$ cat config.mk
export PLATFORM = sky130hd
export DESIGN_NAME = q_8_41_interpolator_flat
export DESIGN_NICKNAME = d
export VERILOG_FILES = /design/src/rtl/q_8_41_interpolator_if.sv /design/src/rtl/q_8_41_interpolator.sv /design/src/flat_wrapper.sv
export SDC_FILE = /design/constraint.sdc
export NUM_CORES = 1
export LEC_CHECK = 0
export BUFFER_PORTS_ARGS = -buffer_cell sky130_fd_sc_hd__clkbuf_2
export CORE_MARGIN = 8
export CORE_UTILIZATION = 45
export CTS_BUF_LIST = sky130_fd_sc_hd__clkbuf_8
export DETAILED_ROUTE_END_ITERATION = 7
export PLACE_DENSITY_LB_ADDON = 0.12
export RECOVER_POWER = 50
export SETUP_SLACK_MARGIN = 0.5
export SKIP_LAST_GASP = 1
export SLEW_MARGIN = 0
export SYNTH_ARGS = -nofsm -noshare
export SYNTH_HDL_FRONTEND = slang
export SYNTH_SLANG_ARGS = --single-unit
export TNS_END_PERCENT = 50
$ cat constraint.sdc
create_clock -name clk -period 1.6 [get_ports clk]
set_input_delay 0.08 -clock clk [delete_from_list [all_inputs] [get_ports clk]]
set_output_delay 0.08 -clock clk [all_outputs]
set_load 0.1 [all_outputs]
$ cat src/rtl/q_8_41_interpolator_if.sv
// Valid/ready bus for the pair-word interpolator: word input side, sample output side.
interface q_8_41_interpolator_if #(
   parameter int unsigned W = 8
) ();
   logic              en;
   logic              in_valid;
   logic [2*W-1:0]    in_data;
   logic              in_ready;
   logic              out_valid;
   logic [W-1:0]      out_data;
   logic              out_phase;
   logic              out_ready;

   // Interpolator side
   modport slave (
      input  en, in_valid, in_data, out_ready,
      output in_ready, out_valid, out_data, out_phase
   );

   // Producer/sink side
   modport master (
      output en, in_valid, in_data, out_ready,
      input  in_ready, out_valid, out_data, out_phase
   );
endinterface

$ cat src/rtl/q_8_41_interpolator.sv
// Pair-word interpolator: each 2W-bit word is emitted as two W-bit samples,
// upper (older) half first. One holding word R0 feeds a two-sample stage P1/P0.
// Optional feature macro: Q_8_41_INTERP_UNDERRUN_EN adds o_underrun_cnt.
module q_8_41_interpolator #(
   parameter int unsigned W = 8
) (
   input  logic                      clk,
   input  logic                      rst,
   q_8_41_interpolator_if.slave      io_bus
`ifdef Q_8_41_INTERP_UNDERRUN_EN
   ,
   output logic [7:0]                o_underrun_cnt
`endif
);
   localparam int unsigned WW = 2 * W;

   typedef enum logic [1:0] {
      S_EMPTY  = 2'd0,
      S_FIRST  = 2'd1,
      S_SECOND = 2'd2
   } state_t;

   state_t          r_state;
   state_t          w_state_nxt;
   logic [WW-1:0]   r_r0;
   logic            r_valid;
   logic [W-1:0]    r_p1;
   logic [W-1:0]    r_p0;

   logic            w_load;
   logic            w_accept;
   logic            w_in_ready;
   logic            w_out_valid;
   logic            w_out_phase;
   logic [W-1:0]    w_out_data;

   // R0 can only be written while empty, so accept and transfer never collide
   assign w_in_ready = !rst && io_bus.en && !r_valid;
   assign w_accept   = io_bus.in_valid && w_in_ready;

   // Next-state and output decode from registered state only
   always_comb begin
      w_state_nxt = S_EMPTY;
      w_load      = 1'b0;
      w_out_valid = 1'b0;
      w_out_phase = 1'b0;
      w_out_data  = '0;
      case (r_state)
         S_EMPTY: begin
            if (r_valid) begin
               w_load      = 1'b1;
               w_state_nxt = S_FIRST;
            end else begin
               w_state_nxt = S_EMPTY;
            end
         end
         S_FIRST: begin
            w_out_valid = 1'b1;
            w_out_data  = r_p1;
            w_state_nxt = io_bus.out_ready ? S_SECOND : S_FIRST;
         end
         S_SECOND: begin
            w_out_valid = 1'b1;
            w_out_phase = 1'b1;
            w_out_data  = r_p0;
            if (io_bus.out_ready) begin
               if (r_valid) begin
                  w_load      = 1'b1;
                  w_state_nxt = S_FIRST;
               end else begin
                  w_state_nxt = S_EMPTY;
               end
            end else begin
               w_state_nxt = S_SECOND;
            end
         end
         default: w_state_nxt = S_EMPTY;
      endcase
   end

   // Outputs forced idle during the reset cycle, even mid-pair
   assign io_bus.in_ready  = w_in_ready;
   assign io_bus.out_valid = !rst && w_out_valid;
   assign io_bus.out_phase = !rst && w_out_phase;
   assign io_bus.out_data  = rst ? '0 : w_out_data;

   // State, holding register and output stage
   always_ff @(posedge clk) begin
      if (rst) begin
         r_state <= S_EMPTY;
         r_r0    <= '0;
         r_valid <= 1'b0;
         r_p1    <= '0;
         r_p0    <= '0;
      end else begin
         r_state <= w_state_nxt;
         if (w_accept) begin
            r_r0    <= io_bus.in_data;
            r_valid <= 1'b1;
         end else if (w_load) begin
            r_valid <= 1'b0;
         end
         if (w_load) begin
            r_p1 <= r_r0[WW-1:W];
            r_p0 <= r_r0[W-1:0];
         end
      end
   end

`ifdef Q_8_41_INTERP_UNDERRUN_EN
   logic [7:0] r_underrun_cnt;

   // Saturating count of cycles where the sink was ready but no sample was available
   always_ff @(posedge clk) begin
      if (rst) begin
         r_underrun_cnt <= 8'd0;
      end else if (io_bus.en && io_bus.out_ready && !w_out_valid && (r_underrun_cnt != 8'hFF)) begin
         r_underrun_cnt <= r_underrun_cnt + 8'd1;
      end
   end

   assign o_underrun_cnt = r_underrun_cnt;
`endif

endmodule

$ cat src/flat_wrapper.sv
// flat-port wrapper written by rule: the top's interface ports become plain ports
module q_8_41_interpolator_flat 
#(
   parameter int unsigned W = 8
)
  (clk, rst, io_bus_en, io_bus_in_valid, io_bus_in_data, io_bus_out_ready, io_bus_in_ready, io_bus_out_valid, io_bus_out_data, io_bus_out_phase);
  q_8_41_interpolator_if #(.W(W)) io_bus_i ();
  input  logic clk;
  input  logic rst;
  input wire logic [$bits(io_bus_i.en)-1:0] io_bus_en;
  input wire logic [$bits(io_bus_i.in_valid)-1:0] io_bus_in_valid;
  input wire logic [$bits(io_bus_i.in_data)-1:0] io_bus_in_data;
  input wire logic [$bits(io_bus_i.out_ready)-1:0] io_bus_out_ready;
  output wire logic [$bits(io_bus_i.in_ready)-1:0] io_bus_in_ready;
  output wire logic [$bits(io_bus_i.out_valid)-1:0] io_bus_out_valid;
  output wire logic [$bits(io_bus_i.out_data)-1:0] io_bus_out_data;
  output wire logic [$bits(io_bus_i.out_phase)-1:0] io_bus_out_phase;
  assign io_bus_i.en = io_bus_en;
  assign io_bus_i.in_valid = io_bus_in_valid;
  assign io_bus_i.in_data = io_bus_in_data;
  assign io_bus_i.out_ready = io_bus_out_ready;
  assign io_bus_in_ready = io_bus_i.in_ready;
  assign io_bus_out_valid = io_bus_i.out_valid;
  assign io_bus_out_data = io_bus_i.out_data;
  assign io_bus_out_phase = io_bus_i.out_phase;
  q_8_41_interpolator #(.W(W)) u_core (.clk(clk), .rst(rst), .io_bus(io_bus_i));
endmodule
* Word level (Yosys, flattened, before mapping)
Cells that the tools add are included.
** Storage, ports and cells
- Register bits after elaboration :: 35
- Word-level logic and storage cells :: 30
** Operators by class
- Equal/unequal tests :: 2
- Reduce and logical (&&, ||, !) cells :: 10
- Muxes and demuxes :: 13
** Operators with widths (count)
- $pmux W8 S2 :: 1
- $mux W8 :: 1
- $mux W1 :: 7
- $pmux W2 S3 :: 1
- $logic_and A1 B1 Y1 :: 5
- $mux W2 :: 2
- $eq A2 B1 Y1 const B :: 1
- $eq A2 B2 Y1 const B :: 1
- $logic_not A1 Y1 :: 2
- $logic_not A2 Y1 :: 1
- $pmux W1 S2 :: 1
- $reduce_bool A2 Y1 :: 1
- $reduce_or A2 Y1 :: 1

* Longest topological paths before layout
- Depth in word-level cells :: 5
- Mapped depth :: 7
- Gate-level depth less buffers :: 5

* Worst setup path after synthesis
OpenSTA, ideal clock, no wires.
- Path type :: input to output
- From :: input port rst
- To :: output port io_bus_in_ready
- Arrival time :: 2.607 ns
- Setup slack :: -1.087 ns
- Data required time :: 1.520 ns
- Stages on the path :: 3
- Cells stage by stage :: buf_2 -> clkbuf_1 -> nor3b_1
** On the way
- Longest elaborated chain between the ends :: 3
** Ends and longest elaborated chain
- start: declaration :: line flat_wrapper.sv:9 : input logic rst;
- $logic_not A1 Y1 :: line q_8_41_interpolator.sv:38 : assign w_in_ready = !rst && io_bus.en && !r_valid;
- $logic_and A1 B1 Y1 (2 in series) :: line q_8_41_interpolator.sv:38
- end: declaration :: line flat_wrapper.sv:14 : output wire logic [$bits(io_bus_i.in_ready)-1:0] io_bus_in_ready;
No other way between the ends.

* Worst setup path after layout
- From :: register u_core.r_state[1]
- To :: output port io_bus_out_data[4]
** On the way
- Longest elaborated chain between the ends :: 3
** Ends and longest elaborated chain
- start: declaration :: line q_8_41_interpolator.sv:23 : state_t r_state;
- start signal: assignment :: line q_8_41_interpolator.sv:96 : r_state <= w_state_nxt;
- $eq A2 B2 Y1 / $eq A2 B1 Y1 (equally long branches) :: line q_8_41_interpolator.sv:48 : case (r_state)
- $pmux W8 S2 * :: line q_8_41_interpolator.sv:48
- $mux W8 * :: line q_8_41_interpolator.sv:85 : assign io_bus.out_data = rst ? '0 : w_out_data;
- end: declaration :: line flat_wrapper.sv:16 : output wire logic [$bits(io_bus_i.out_data)-1:0] io_bus_out_data;
Every way passes the cells marked *; elsewhere a longest branch is shown, timed or not.

==> results.cfg <==
[outcome]
outcome = finished, violations left
violations = hold timing

[finish]
drive_above_1_share = 0.361
nFillCells = 256
antenna_cells = 0
layout_common_cells = 33 x nand2b_1, 33 x dfxtp_1, 23 x clkbuf_2, 17 x mux2i_1, 16 x nand2_1
area_delta_synth_final_pct = 53.9
layout.nets = 241

[timing]
drv_slew = 0
relSlewSlack = 0.639
tns_ns = 0
setup_viol = 0
worst_slew_pin_slew_ns = 0.543
hold_viol_final = 1
hold_slack_ns = -0.0000651
skew_ns = 0.00609
fmax_mhz = 635
fin_crit_ns = 1.57
rsz0062_at_grt = yes
min_period_over_period = 0.984

[yosys]
syn_inst = 164
syn-num-nets = 190
syn_area_sq_um = 1530
ys_ff_latch = 35
ys_warn_count = 0
synth_largest_area_cell = dfxtp_1
synth.avg_cell_area_sq_um = 9.31
synth.area.top_cells = dfxtp_1 46%, nand2b_1 14%, mux2i_1 11%
yosysTopAreaCellShare = 0.459
yosysSeqAreaShare = 0.459
synth_cell_types = 20

[grt]
grt_pass1_wl_microns = 5750
grt_antenna_before_repair = 0
grt_pass1_vias = 1321
grt_remaining_overflow = 0
grt.total_usage = 0.135
grt_max_degree = 21

[power]
p_leak_uw = 0.000862
irDropWorstVdd_mv = 0.757
cellPowerDensity_nw_per_um2 = 794

[clocking]
cts_tree = yes
clk_pin_slew_ns = 0.07
root_buffer = clkbuf_8
clk_latency_ns = 0.29
cts.path.max_buffers = 2
cts_made_buffers = 5
htree_levels = 2
cts.sinks = 35

[worst_setup_path]
worstSetupPathType = reg2out
r2r_cells = 8
endpoint_kind = output port
critPathArrivalTime_ns = 1.49
path_max_fanout = 4
worst-endpoint-required_ns = 1.52
reg2reg_slack_ns = 0.13
start_kind = flop

[routing]
initialDrtViolationCount = 50
firstDrtPassIters = 4
wl_per_cell_microns = 12.5
routed_wl_microns = 3270
dr_total_vias = 1214
vias_per_cell = 4.63
drc_errors = 0
antenna_left = 0

[placed_design]
dp_hpwl_microns = 2430
numPortBuffers = 31
gp_congestion = 0.845

[floorplan]
fp.dieH_microns = 74.2
initial_core_util = 0.461
die_x_microns = 74.2
io_pins = 32
std_cell_rows = 21
core-area_sq_um = 3310
die_area_sq_um = 5510

[flow_run]
maxCapViolCount = 0

[worst_hold_path]
holdCritPathClass = in2reg
hold_depth = 3
==> final timing paths <==
check               startpoint            endpoint
max          u_core.r_state[1]  io_bus_out_data[4]
min          io_bus_in_data[0]      u_core.r_r0[0]
max reg2reg  u_core.r_state[0]      u_core.r_p1[0]
min reg2reg     u_core.r_p1[4]      u_core.r_p1[4]
==> stage by stage <==
stage	power, uW	area (sq um)	setup slack (ns)	cells	util
5_1_grt	1960	2350	-0.0429	262	0.709
2_1_floorplan	1020	1630	0.168	164	-
3_3_place_gp	1060	1950	0.235	237	0.590
3_5_place_dp	1070	1950	0.210	237	0.590
4_1_cts	1890	2300	0.0185	261	0.696
6_report	1870	2350	0.0251	262	0.709
==> final cells by class <==
cell class	instances	area (sq um)	area share
tap	46	57.6	0.0245
multi-input combinational	114	912	0.388
clock buffer	5	68.8	0.0293
inverter	3	20.0	0.00852
timing repair buffer	56	541	0.230
clock inverter	3	43.8	0.0186
sequential	35	706	0.300
==> registers in the layout (all words and copies together) (netlist names) <==
name / flops
u_core.r_valid: 1
u_core.r_p0: 8
u_core.r_p1: 8
u_core.r_state: 2
u_core.r_r0: 16
==> cell families (layout without fill, tap and decap cells) <==
kind of cell | Yosys count | after routing | share of synthesized area
AND/OR/NAND/NOR | 65 | 65 | 0.229
flip-flops | 35 | 35 | 0.459
AO/OA/AOI/OAI | 27 | 27 | 0.106
multiplexers | 17 | 17 | 0.111
buffers and inverters | 15 | 67 | 0.0541
adder cells (fa/ha/maj) | 5 | 5 | 0.0410
==> routing by layer <==
| layer | up-vias | wire length [microns] | track usage |
|---|---|---|---|
| met1 | 542 | 1390 | 0.142 |
| met5 | - | 0 | 0 |
| met2 | 22 | 1620 | 0.231 |
| met3 | 5 | 198 | 0.0431 |
| li1 | 645 | - | - |
| met4 | 0 | 60 | 0.0783 |
==> critical path, cell delays in order (launching register included) <==
cell and delay, ns:
dfxtp_2 0.37, inv_2 0.07, ha_4 0.27, nand2b_4 0.07, buf_6 0.14, nor2_4 0.10
buf_12 0.18
==> where the power goes <==
part	switching, uW	total, uW	internal (uW)
Combinational	83.6	178	94.5
Clock	317	780	463
Sequential	10.7	907	896
Total	411	1870	1450
==> synth_stat cells <==
| cell | instances |
|---|---|
| inv_1 | 3 |
| nand2_1 | 16 |
| o21ai_1 | 16 |
| a211oi_1 | 1 |
| a21oi_2 | 1 |
| buf_6 | 2 |
| ha_1 | 5 |
| buf_1 | 1 |
| a21oi_1 | 1 |
| buf_4 | 2 |
| nor2b_1 | 2 |
| clkbuf_1 | 4 |
| dfxtp_1 | 35 |
| and4bb_2 | 1 |
| nor2_1 | 10 |
| buf_2 | 3 |
| mux2i_1 | 17 |
| nand2b_1 | 35 |
| nor3b_1 | 1 |
| a22oi_1 | 8 |
==> timing repair <==
| item | in CTS | in global routing |
|---|---|---|
| setup endpoints to repair | 41 | 45 |
| buffers inserted | 4 | 1 |
| hold endpoints to repair | 12 | 0 |
| pin swaps | 2 | 4 |
| cloned | 0 | 0 |
| hold buffers | 12 | 0 |
| gates resized for setup | 19 | 8 |
No activity file was read; power rests on OpenSTA's default activity.
